## src/rtl/l2_access_sequencer.sv

```systemverilog
// Round-robin sequencer sharing one L2 tag lookup/fill port between N_REQ
// requesters; models hit/miss service delay and returns one response per grant.
module l2_access_sequencer #(
  parameter int N_REQ      = 4,
  parameter int REQ_ID_W   = 2,
  parameter int ADDR_W     = 32,
  parameter int L2_DELAY   = 20,
  parameter int DRAM_DELAY = 400,
  parameter int CNT_W      = 10
) (
  input  logic                    clk,
  input  logic                    reset,
  input  logic                    stall,
  input  logic [N_REQ-1:0]        req_valid,
  input  logic [N_REQ*ADDR_W-1:0] req_addr,
  output logic [N_REQ-1:0]        req_grant,
  output logic [ADDR_W-1:0]       tag_lookup_addr,
  input  logic                    tag_hit,
  output logic                    tag_write,
  output logic [ADDR_W-1:0]       tag_write_addr,
  output logic                    resp_valid,
  output logic [REQ_ID_W-1:0]     resp_id,
  output logic [ADDR_W-1:0]       resp_addr,
  output logic                    resp_hit,
  output logic                    busy,
  output logic [2:0]              dbg_state_o
);

  typedef enum logic [2:0] {
    IDLE      = 3'd0,
    LOOKUP    = 3'd1,
    HIT_WAIT  = 3'd2,
    MISS_WAIT = 3'd3,
    FILL      = 3'd4,
    RESP      = 3'd5
  } state_t;

  state_t              state_q;
  logic [REQ_ID_W-1:0] rr_ptr_q;
  logic [REQ_ID_W-1:0] id_q;
  logic [CNT_W-1:0]    cnt_q;
  logic [ADDR_W-1:0]   addr_q;
  logic                hit_q;

  logic [REQ_ID_W-1:0] win_id;
  logic [REQ_ID_W-1:0] cand;
  logic                win_found;
  logic                active;
  logic                grant_go;

  // Search starts one past the last winner; index arithmetic wraps since N_REQ is a power of 2.
  always_comb begin
    win_found = 1'b0;
    win_id    = '0;
    cand      = '0;
    for (int k = 1; k <= N_REQ; k++) begin
      cand = rr_ptr_q + REQ_ID_W'(k);
      if (!win_found && req_valid[cand]) begin
        win_found = 1'b1;
        win_id    = cand;
      end
    end
  end

  assign active   = !reset && !stall;
  assign grant_go = active && (state_q == IDLE) && win_found;

  always_ff @(posedge clk) begin
    if (reset) begin
      state_q  <= IDLE;
      rr_ptr_q <= REQ_ID_W'(N_REQ - 1);
      cnt_q    <= '0;
      addr_q   <= '0;
      id_q     <= '0;
      hit_q    <= 1'b0;
    end else if (!stall) begin
      case (state_q)
        IDLE: begin
          if (win_found) begin
            addr_q   <= req_addr[int'(win_id)*ADDR_W +: ADDR_W];
            id_q     <= win_id;
            rr_ptr_q <= win_id;
            state_q  <= LOOKUP;
          end
        end
        LOOKUP: begin
          hit_q <= tag_hit;
          if (tag_hit) begin
            cnt_q   <= CNT_W'(L2_DELAY - 1);
            state_q <= HIT_WAIT;
          end else begin
            cnt_q   <= CNT_W'(DRAM_DELAY - 1);
            state_q <= MISS_WAIT;
          end
        end
        HIT_WAIT: begin
          if (cnt_q == '0) state_q <= RESP;
          else             cnt_q   <= cnt_q - CNT_W'(1);
        end
        MISS_WAIT: begin
          if (cnt_q == '0) state_q <= FILL;
          else             cnt_q   <= cnt_q - CNT_W'(1);
        end
        FILL:    state_q <= RESP;
        RESP:    state_q <= IDLE;
        default: state_q <= IDLE;
      endcase
    end
  end

  // Pulses are decoded from the held state, so a stalled pulse simply fires on the first free cycle.
  assign req_grant       = grant_go ? (N_REQ'(1) << win_id) : '0;
  assign tag_lookup_addr = (!reset && state_q == LOOKUP) ? addr_q : '0;
  assign tag_write       = active && (state_q == FILL);
  assign tag_write_addr  = tag_write ? addr_q : '0;
  assign resp_valid      = active && (state_q == RESP);
  assign resp_id         = resp_valid ? id_q : '0;
  assign resp_addr       = resp_valid ? addr_q : '0;
  assign resp_hit        = resp_valid && hit_q;
  assign busy            = !reset && (state_q != IDLE);
  assign dbg_state_o     = state_q;

endmodule

```

## config.mk

```make
export PLATFORM = sky130hd
export DESIGN_NAME = l2_access_sequencer
export DESIGN_NICKNAME = d
export VERILOG_FILES = /design/src/rtl/l2_access_sequencer.sv
export SDC_FILE = /design/constraint.sdc
export NUM_CORES = 1
export LEC_CHECK = 0
export CORE_MARGIN = 2
export CORE_UTILIZATION = 32
export DETAILED_ROUTE_END_ITERATION = 10
export GPL_ROUTABILITY_DRIVEN = 0
export GPL_TIMING_DRIVEN = 0
export PLACE_DENSITY = 0.77
export SETUP_SLACK_MARGIN = 0.4
export SLEW_MARGIN = 20
export SYNTH_ARGS = -nofsm -noshare
export SYNTH_HDL_FRONTEND = slang
export SYNTH_SLANG_ARGS = --single-unit
```

## constraint.sdc

```tcl
create_clock -name clk -period 1.7 [get_ports clk]
set_input_delay 0.255 -clock clk [delete_from_list [all_inputs] [get_ports clk]]
set_output_delay 0.255 -clock clk [all_outputs]
set_load 0.02 [all_outputs]
```

Yosys cells after proc, flatten, opt, wreduce, memory -nomap -nowiden
Index checks and enable logic that the tools add are counted.
W data, S select, Z words.
{"block": "op_classes", "n_addsub": 4, "magnitude_cmp": 4, "eq_ne": 9, "shifts": 2, "n_mux": 29, "n_bitwise": 1, "n_reduce_logical": 25}
{"cell": "$shiftx A128 B8 Y32", "n": 1}
{"cell": "$mux W32", "n": 3}
{"cell": "$pmux W10 S2", "n": 1}
{"cell": "$pmux W3 S5", "n": 1}
{"cell": "$lt A2 B3 Y1 const B", "n": 4}
{"cell": "$logic_and A1 B1 Y1", "n": 11}
{"cell": "$logic_not A10 Y1", "n": 1}
{"cell": "$mux W10", "n": 1}
{"cell": "$mux W2", "n": 5}
{"cell": "$sub A10 B1 Y10 const B", "n": 1}
{"cell": "$mux W1", "n": 9}
{"cell": "$mux W3", "n": 3}
{"cell": "$mux W9", "n": 1}
{"cell": "$bmux W1 S2", "n": 4}
{"cell": "$ne A2 B2 Y1 const B", "n": 4}
{"cell": "$eq A3 B2 Y1 const B", "n": 2}
{"cell": "$eq A3 B3 Y1 const B", "n": 2}
{"cell": "$reduce_and A3 Y1", "n": 2}
{"cell": "$logic_not A1 Y1", "n": 5}
{"cell": "$add A2 B2 Y2 const B", "n": 2}
{"cell": "$mux W4", "n": 1}
{"cell": "$reduce_and A4 Y1", "n": 1}
{"cell": "$shl A1 B2 Y4 const A", "n": 1}
{"cell": "$eq A3 B1 Y1 const B", "n": 1}
{"cell": "7 further kinds", "n": 7}
{"block": "word_totals", "regBits": 50, "inputBits": 136, "output_inout_bits": 109, "word_cells": 80}

Logic depth before layout (Yosys ltp)
Gate-level depths: netlist of run 1.
{"block": "logic_depth", "word_depth": 15, "ltp_mapped": 7, "depth_no_buf": 7}

Least setup slack after synthesis of run 1
OpenSTA, ideal clock, no wires.
{"block": "synth_path", "path_type": "register -> output", "startpoint": "register state_q[0] (netlist: dbg_state_o[0])", "endpoint": "output port req_grant[2]", "t_arrival_ns": 1.965, "required_ns": 1.445, "path_slack_ns": -0.520, "stages_incl_launch_ff": 5, "path_buffers": 1, "path_cell_list": "dfxtp_1 or3_4 or3_1 buf_2 nor4_1"}
{"block": "synth_via", "elab_chain_cells": 4}
{"element": "start: declaration", "line": "38", "source": "state_t state_q;"}
{"element": "start signal: assignment", "line": "70", "source": "state_q <= IDLE;"}
{"element": "start signal: assignment", "line": "83", "source": "state_q <= LOOKUP;"}
{"element": "start signal: assignment", "line": "90", "source": "state_q <= HIT_WAIT;"}
{"element": "$logic_not A3 Y1", "line": "66", "source": "assign grant_go = active && (state_q == IDLE) && win_found;"}
{"element": "$logic_and A1 B1 Y1 (2 in a row)", "line": "66"}
{"element": "$mux W4", "line": "112", "source": "assign req_grant = grant_go ? (N_REQ'(1) << win_id) : '0;"}
{"element": "end: declaration", "line": "16", "source": "output logic [N_REQ-1:0] req_grant,"}
No other way between the ends.

Final worst setup path of run 1
{"block": "layout_path", "startpoint": "register state_q[0] (netlist: dbg_state_o[0])", "endpoint": "output port tag_write_addr[27]"}
{"block": "layout_via", "elab_chain_cells": 3}
{"element": "$eq A3 B3 Y1", "line": "114", "source": "assign tag_write = active && (state_q == FILL);"}
{"element": "$logic_and A1 B1 Y1", "line": "114"}
{"element": "$mux W32", "line": "115", "source": "assign tag_write_addr = tag_write ? addr_q : '0;"}
{"element": "end: declaration", "line": "20", "source": "output logic [ADDR_W-1:0] tag_write_addr,"}
No other way between the ends.

==> flow_metrics.py, run 1 <==
metrics = {
    "min_path": {
        "hp-class": "primary input to flop",
    },
    "setup_path": {
        "cp.arrival_ns": 1.99,
        "path_max_fanout": 5,
        "crit_family": "simple AND/OR/NAND/NOR gates",
        "critPathKind": "flop to output port",
        "slowest_stage": "or3_4",
        "crit_buf_inv": 4,
        "slowest_delay_ns": 0.42,
        "cp_common_cell": "buf_6",
        "crit_chain": "or3_4 > nor3b_4 > buf_6 > clkbuf_16 > buf_6 > and2_4 > buf_6",
        "startpoint_type": "flop",
        "cp.required_ns": 1.44,
        "end_kind": "output port",
    },
    "status": {
        "status": "complete, but fails checks",
        "violations": "setup timing",
    },
    "detailed_routing": {
        "drt_iter0_drc": 465,
        "wl_um": 19200,
        "first_pass_iters": 6,
        "drt.antenna.violating_nets": 0,
        "via_count": 5134,
        "drc": 0,
        "wl_per_cell_um": 20.7,
        "drt-vias-per-instance": 5.56,
    },
    "synthesis": {
        "ys_seq_area_share_pct": 29.1,
        "yosysWarnings": 0,
        "synth.distinct_cells": 43,
        "avgSynthCellArea_um2": 7.53,
        "synth_area_um2": 3440,
        "netlist_instances": 456,
        "ys_seq_elements": 50,
        "yosys.area.top_type": "dfxtp_1",
        "synth_nets": 593,
        "synthTopCellsByArea": "dfxtp_1, and2_1, a222oi_1, a311oi_1, nor2_1",
        "synth_top_area_share_pct": 29.1,
    },
    "pwr": {
        "peakVddDrop_mv": 0.438,
        "p_leak_uw": 0.00341,
        "p_per_area_nw_per_um2": 556,
    },
    "floorplanning": {
        "die_x_um": 108,
        "initial_utilization_pct": 33.1,
        "core_area_um2": 10400,
        "die_height_um": 108,
        "io_pins": 245,
        "die_area_um2": 11600,
        "fp-row-count": 37,
    },
    "timing": {
        "finalSetupViolCount": 151,
        "slew_viol_final": 0,
        "fin_crit_ns": 2.24,
        "finalClockSkew_ns": 0.0159,
        "worst-slew-pin-transition_ns": 0.707,
        "whs_ns": 0.296,
        "rsz0062_at_grt": "yes",
        "fin_ws_ns": -0.544,
        "finalHoldViolCount": 0,
        "fmax_mhz": 446,
        "post-route-period-util_pct": 132,
        "relSlewSlack_pct": 52.9,
        "setup_tns_ns": -49.36,
    },
    "run": {
        "maxCapViolations": 0,
    },
    "place": {
        "place_ws_ns": -1.40,
        "place_inst": 833,
        "io_buffers": 241,
        "hpwl_um": 12300,
    },
    "cts": {
        "clk_pin_slew_ns": 0.10,
        "cts_root_buf": "clkbuf_8",
        "cts_tree": "done",
        "cts.sinks": 50,
        "cts_made_buffers": 5,
        "htree_levels": 2,
        "ctsHoldBuffers": 0,
        "clk_latency_ns": 0.31,
        "clockBufferDepth": 2,
    },
    "cells_and_area": {
        "final_cell_mix": "buf_6, clkdlybuf4s50_1, and2_4, nor2_1, dfxtp_1",
        "nets": 924,
        "multiInputGateArea_um2": 2790,
        "layout_commonest_cell": "buf_6",
        "drive_gt1_share_pct": 50.6,
        "area_growth_pct": 135,
        "fill_cells": 648,
        "fin_cells": 924,
        "regArea_um2": 1020,
        "diodes": 0,
    },
    "global_routing": {
        "globalRouteTotalUtil_pct": 28.9,
        "antenna_found_initial": 0,
        "grt_max_degree": 16,
        "grt-ovfl-total": 0,
        "grt_pass1_wl_um": 26300,
        "grt_pass1_vias": 4835,
    },
}
[worst reg2reg max path, delay by kind of cell (launching register included)]
kind                   cells  cell delay [ns]
AO/OA/AOI/OAI              3             0.81
flip-flops                 1             0.33
AND/OR/NAND/NOR            1             0.18
buffers and inverters      4             0.54
[Yosys cell counts (all sizes together)]
cell type and n:
nand2 47, or3 3, buf 21, o22ai 2
inv 6, clkbuf 22, dfxtp 50, nand4b 2
a22oi 1, nor3b 6, nand3 5, a21boi 1
nor3 7, and2 100, o311a 1, a221oi 1
o311ai 1, nor2 59, ha 1, nand3b 2
a311oi 32, a31oi 1, nand2b 1, or4 1
nor4b 3, xor2 3, a211oi 3, a222oi 32
a21oi 15, o21bai 1, or2 1, nor2b 4
o21a 1, and3 1, nor4 2, o211ai 2
o21ai 15
[area by class of cell]
type                       count  share of cell area (%)
buffer                        43                    6.35
tap                          136                    2.11
timing repair buffer         324                    43.1
clock buffer                   5                   0.852
multi-input combinational    357                    34.5
sequential                    50                    12.6
clock inverter                 3                   0.201
inverter                       6                   0.279
[stage by stage]
stage / power (uW) / utilization, % / area, um^2
3_3_place_gp: 3040 / 61.3 / 6350
3_5_place_dp: 3090 / 61.3 / 6350
5_1_grt: 4670 / 77.9 / 8080
6_report: 4490 / 77.9 / 8080
4_1_cts: 4170 / 73.1 / 7580
2_1_floorplan: 2400 / - / 3770
[power breakdown]
part	internal [uW]	total (uW)	switching, uW
combinational	1230	2260	1030
sequential	1330	1520	185
clock	284	716	432
total	2840	4490	1650
[final timing paths]
kind,end,slack [ns],from,cells past startpoint
setup / recovery,tag_write_addr[27],-0.54,dbg_state_o[0]$_SDFFE_PP0P_,7
hold / removal,dbg_state_o[1]$_SDFFE_PP0P_,0.30,stall,3
setup reg to reg,addr_q[6]$_SDFFE_PP0P_,-0.30,rr_ptr_q[1]$_SDFFE_PP1P_,8
hold reg to reg,id_q[1]$_SDFFE_PP0P_,0.47,id_q[1]$_SDFFE_PP0P_,2
[flip-flops by register name, indices dropped and copies added (netlist names)]
register	cells
id_q	2
rr_ptr_q	2
dbg_state_o	3
hit_q	1
cnt_q	10
addr_q	32
[cell families after synthesis]
group,Yosys count,synth area share (%)
xor gates and xnor gates,3,0.765
buffers and inverters,49,6.48
and+or+nand+nor,244,37.9
AOI/OAI and AO/OA,109,25.4
DFF,50,29.1
adders and majority gates,1,0.364
[metal layers]
metal  vias to the layer above  global-route usage, %  part of all wire [%]
li1                       2327                      -                     -
met1                      2498                   34.0                    37
met2                       279                   54.0                    53
met3                        30                   5.75                   8.0
met4                         0                   5.68                   2.4
met5                         -                      0                     0
[what timing repair did]
action	CTS	global route
buffers inserted	48	23
cloned	10	2
setup endpoints to repair	158	156
pin swaps	38	41
gates resized for setup	800	86
Power figures use the tool's default switching activity.
==> run 2: changes to the inputs <==
CTS_CLUSTER_SIZE = 25   (was default)
TNS_END_PERCENT = 30   (was default)
==> flow_metrics.py, run 2 (synthesis results as in run 1) <==
metrics = {
    "status": {
        "status": "complete, but fails checks",
        "violations": "setup timing",
    },
    "setup_path": {
        "cp.arrival_ns": 1.95,
        "r2r-end": "addr_q[26]$_SDFFE_PP0P_",
        "slowest_stage": "or3_4",
        "end_kind": "output port",
        "reg2reg_depth": 8,
        "crit_buf_inv": 2,
        "reg2reg_from": "rr_ptr_q[0]$_SDFFE_PP1P_",
        "reg2reg_slack_ns": -0.28,
        "startpoint_type": "flop",
        "crit_chain": "or3_4 > or3_4 > buf_8 > nor3b_4 > buf_6",
        "crit_family": "simple AND/OR/NAND/NOR gates",
        "cp.required_ns": 1.44,
        "cp_common_cell": "or3_4",
        "critPathKind": "flop to output port",
        "path_max_fanout": 8,
        "slowest_delay_ns": 0.42,
    },
    "pwr": {
        "sw_frac_of_total_pct": 35.5,
        "comb_power_share_pct": 44.7,
        "p_leak_uw": 0.00309,
        "p_switching_uw": 1500,
        "p_per_area_nw_per_um2": 576,
        "peakVddDrop_mv": 0.456,
        "clkPwrFrac_pct": 19.8,
        "p_seq_share_pct": 35.5,
        "internal-power_uw": 2720,
    },
    "timing": {
        "rsz0062_at_grt": "yes",
        "fin_ws_ns": -0.504,
        "fmax_mhz": 454,
        "fin_crit_ns": 2.20,
        "relSlewSlack_pct": 50.8,
        "post-route-period-util_pct": 130,
        "finalSetupViolCount": 147,
        "slew_viol_final": 0,
        "setup_tns_ns": -42.02,
        "worst-slew-pin-transition_ns": 0.739,
        "finalClockSkew_ns": 0.00552,
        "finalHoldViolCount": 0,
    },
    "floorplanning": {
        "core_area_um2": 10400,
        "die_x_um": 108,
        "die_area_um2": 11600,
        "die_height_um": 108,
        "io_pins": 245,
        "initial_utilization_pct": 33.1,
        "fp-row-count": 37,
    },
    "cells_and_area": {
        "fill_cells": 792,
        "final_cell_mix": "clkdlybuf4s50_1, buf_6, and2_4, nor2_1, dfxtp_1",
        "area_growth_pct": 113,
        "top_register": "addr_q",
        "final_util_pct": 70.6,
        "fin_cells": 880,
        "largest_register_ffs": 32,
        "multiInputGateArea_um2": 2620,
        "nets": 880,
        "drive_gt1_share_pct": 41.9,
        "diodes": 0,
        "layout_commonest_cell": "clkdlybuf4s50_1",
        "regArea_um2": 1010,
    },
    "cts": {
        "clockBufferDepth": 2,
        "clk_pin_slew_ns": 0.09,
        "htree_levels": 2,
        "cts_tree": "done",
        "cts_made_buffers": 5,
        "clk_latency_ns": 0.30,
        "cts_root_buf": "clkbuf_8",
        "cts.sinks": 50,
    },
    "run": {
        "maxCapViolations": 0,
    },
    "global_routing": {
        "globalRouteTotalUtil_pct": 27.1,
        "grt_pass1_wl_um": 24500,
        "grt-ovfl-total": 0,
        "grt_pass1_vias": 4781,
        "antenna_found_initial": 0,
        "grt_max_degree": 15,
    },
    "min_path": {
        "hold_depth": 3,
        "hold_start": "stall",
        "hp-class": "primary input to flop",
        "hold_path_end": "dbg_state_o[1]$_SDFFE_PP0P_",
    },
    "detailed_routing": {
        "wl_per_cell_um": 19.7,
        "drt_iter0_drc": 404,
        "via_count": 4793,
        "drt.antenna.violating_nets": 0,
        "wl_um": 17400,
        "drc": 0,
        "drt-vias-per-instance": 5.45,
        "first_pass_iters": 5,
    },
    "place": {
        "place_inst": 833,
        "place_ws_ns": -1.36,
        "io_buffers": 241,
        "hpwl_um": 12000,
    },
}
## run 2: area by class of cell
| class | count | share of cell area [%] |
|---|---|---|
| plain buffers | 43 | 5.97 |
| repair buffers | 280 | 40.3 |
| flip-flops and latches | 50 | 13.8 |
| well taps | 136 | 2.32 |
| multi-input cells | 357 | 35.7 |
| inverters | 6 | 0.359 |
| clock buffers | 8 | 1.50 |
## run 2: worst min-delay path, delay by kind of cell
| family | cells | cell delay [ns] |
|---|---|---|
| simple gates | 1 | 0.08 |
| compound gates | 1 | 0.06 |
| buf+inv | 1 | 0.16 |
## run 2: per-stage QoR
| step | area, um^2 | hold WS [ns] | power (uW) |
|---|---|---|---|
| after floorplan | 3570 | 0.391 | 2320 |
| after global placement | 6150 | 0.444 | 2960 |
| after detailed placement | 6150 | 0.458 | 3010 |
| after CTS | 7000 | 0.271 | 4060 |
| after global routing | 7320 | 0.289 | 4420 |
| final | 7320 | 0.283 | 4220 |
## run 2: worst max path at each step
stage / start / endpoint / slack [ns] / depth (start not counted)
3_3_place_gp: req_valid[3] / req_grant[1] / -1.31 / 8
3_5_place_dp: req_valid[3] / req_grant[1] / -1.36 / 8
6_report: dbg_state_o[0]$_SDFFE_PP0P_ / req_grant[0] / -0.50 / 5
4_1_cts: dbg_state_o[1]$_SDFFE_PP0P_ / req_grant[0] / -0.52 / 5
2_1_floorplan: dbg_state_o[0]$_SDFFE_PP0P_ / req_grant[0] / -0.13 / 4
5_1_grt: dbg_state_o[0]$_SDFFE_PP0P_ / req_grant[2] / -0.55 / 5
## run 2: power by group through the flow
stage,registers (uW),logic [uW],clock network [uW]
5_1_grt,1520,2020,883
6_report,1500,1880,835
3_5_place_dp,1500,1510,0
2_1_floorplan,1460,862,0
4_1_cts,1490,1740,837
3_3_place_gp,1490,1470,0
## run 2: timing repair
item | in CTS | in global routing
hold buffers | 0 | 0
hold endpoints to repair | 0 | 0
pin swaps | 25 | 14
gates resized for setup | 725 | 94
cloned | 4 | 4
endpoints found under the setup margin | 158 | 158
setup buffers | 17 | 14
## run 2: routing by layer
| layer | wire length, um | vias to the layer above | global-route usage (%) |
|---|---|---|---|
| met4 | 339 | 0 | 8.79 |
| met3 | 1320 | 21 | 5.81 |
| li1 | - | 2237 | - |
| met1 | 6490 | 2294 | 29.3 |
| met5 | 0 | - | 0 |
| met2 | 9210 | 241 | 51.7 |
==> run 3: changes to the inputs <==
CTS_CLUSTER_DIAMETER = 60   (was default)
SKIP_CTS_REPAIR_TIMING = 1   (was default)
==> flow_metrics.py, run 3 (synthesis results as in run 1) <==
metrics = {
    "status": {
        "status": "complete, but fails checks",
        "violations": "setup timing",
    },
    "setup_path": {
        "critPathKind": "flop to output port",
        "startpoint_type": "flop",
        "cp.arrival_ns": 1.97,
        "cp.required_ns": 1.44,
        "reg2reg_slack_ns": -0.24,
        "reg2reg_depth": 6,
        "r2r-end": "addr_q[26]$_SDFFE_PP0P_",
        "path_max_fanout": 10,
        "end_kind": "output port",
        "reg2reg_from": "rr_ptr_q[1]$_SDFFE_PP1P_",
    },
    "global_routing": {
        "grt_pass1_vias": 4593,
        "grt_pass1_wl_um": 23000,
        "globalRouteTotalUtil_pct": 25.2,
        "grt-ovfl-total": 0,
        "grt_max_degree": 15,
        "antenna_found_initial": 0,
    },
    "timing": {
        "fmax_mhz": 450,
        "fin_crit_ns": 2.22,
        "post-route-period-util_pct": 131,
        "finalHoldViolCount": 0,
        "worst-slew-pin-transition_ns": 0.727,
        "rsz0062_at_grt": "yes",
        "finalSetupViolCount": 148,
        "slew_viol_final": 0,
        "fin_ws_ns": -0.521,
        "relSlewSlack_pct": 51.5,
        "finalClockSkew_ns": 0.00721,
    },
    "pwr": {
        "p_per_area_nw_per_um2": 612,
        "total_power_uw": 4030,
        "p_leak_uw": 0.00284,
        "peakVddDrop_mv": 0.430,
    },
    "cts": {
        "cts_root_buf": "clkbuf_8",
        "htree_levels": 2,
        "cts_tree": "done",
        "clk_pin_slew_ns": 0.09,
        "clockBufferDepth": 2,
        "clk_latency_ns": 0.30,
        "cts.sinks": 50,
        "cts_made_buffers": 5,
    },
    "min_path": {
        "hold_depth": 3,
        "hold_path_end": "dbg_state_o[1]$_SDFFE_PP0P_",
        "hold_start": "stall",
        "hp-class": "primary input to flop",
    },
    "cells_and_area": {
        "fin_area_um2": 6580,
        "fill_cells": 912,
        "diodes": 0,
        "drive_gt1_share_pct": 34.0,
        "top_register": "addr_q",
        "nets": 860,
        "multiInputGateArea_um2": 2480,
        "area_growth_pct": 91.6,
        "largest_register_ffs": 32,
        "final_cell_mix": "clkdlybuf4s50_1, nor2_1, buf_6, and2_1, dfxtp_1",
        "fin_cells": 860,
        "regArea_um2": 1010,
        "layout_commonest_cell": "clkdlybuf4s50_1",
    },
    "place": {
        "place_ws_ns": -1.36,
        "hpwl_um": 12000,
        "place_area_um2": 6150,
        "place_inst": 833,
        "io_buffers": 241,
    },
    "detailed_routing": {
        "wl_um": 16000,
        "via_count": 4669,
        "drc": 0,
        "first_pass_iters": 7,
        "drt_iter0_drc": 345,
        "wl_per_cell_um": 18.6,
        "drt-vias-per-instance": 5.43,
        "drt.antenna.violating_nets": 0,
    },
    "floorplanning": {
        "io_pins": 245,
        "die_area_um2": 11600,
        "core_area_um2": 10400,
        "die_height_um": 108,
        "initial_utilization_pct": 33.1,
        "fp-row-count": 37,
        "die_x_um": 108,
    },
    "run": {
        "maxCapViolations": 0,
    },
}
run 3: changes by cell type in the layout (fill, tap and decap cells not counted), moves of 3 or more:
cell / previous run / this run
buf_6: 120 / 57
nor2_1: 55 / 58
buf_2: 9 / 21
buf_4: 29 / 43
clkbuf_2: 2 / 28
nor2_2: 3 / 0
and2_4: 84 / 41
clkbuf_16: 7 / 3
and2_1: 15 / 56
run 3: layout make-up:
class,count,area share (%)
sequential,50,15.4
clock buffer,8,1.67
inverter,6,0.342
multi-input combinational,357,37.6
tap,136,2.58
buffer,43,5.19
timing repair buffer,260,37.2
run 3: worst max-delay path by stage:
stage / startpoint / end / slack (ns) / cells after the start
3_3_place_gp: req_valid[3] / req_grant[1] / -1.31 / 8
5_1_grt: dbg_state_o[0]$_SDFFE_PP0P_ / tag_write_addr[27] / -0.57 / 6
2_1_floorplan: dbg_state_o[0]$_SDFFE_PP0P_ / req_grant[0] / -0.13 / 4
3_5_place_dp: req_valid[3] / req_grant[1] / -1.36 / 8
6_report: dbg_state_o[0]$_SDFFE_PP0P_ / tag_write_addr[27] / -0.52 / 6
4_1_cts: dbg_state_o[0]$_SDFFE_PP0P_ / tag_write_addr[21] / -1.41 / 5
run 3: critical path, stage by stage, from the launching register on:
cell	delay, ns
dfxtp_4	0.36
or3_4	0.42
nor3b_4	0.25
buf_4	0.17
clkbuf_8	0.16
and2_1	0.14
buf_2	0.16
run 3: per-stage QoR:
step                      util (%)  hold slack [ns]  TNS [ns]
after floorplan                  -            0.391     -2.53
after global placement        59.3            0.444   -119.01
after detailed placement      59.3            0.458   -123.87
after CTS                     60.4            0.260   -146.79
after global routing          63.5            0.284    -57.68
final                         63.5            0.277    -46.35
run 3: power by group:
group / leakage, uW / total (uW) / internal, uW / switching [uW]
Clock: 0.0000575 / 820 / 412 / 408
Sequential: 0.000415 / 1480 / 1330 / 151
Combinational: 0.00237 / 1730 / 876 / 852
Total: 0.00284 / 4030 / 2620 / 1410
run 3: metal layers:
metal | wire length [um] | track usage [%] | share of wire [%] | up-vias
li1 | - | - | - | 2191
met1 | 6120 | 27.5 | 38 | 2223
met2 | 8420 | 47.9 | 53 | 237
met3 | 1220 | 5.69 | 7.6 | 18
met4 | 218 | 7.78 | 1.4 | 0
met5 | 0 | 0 | 0 | -
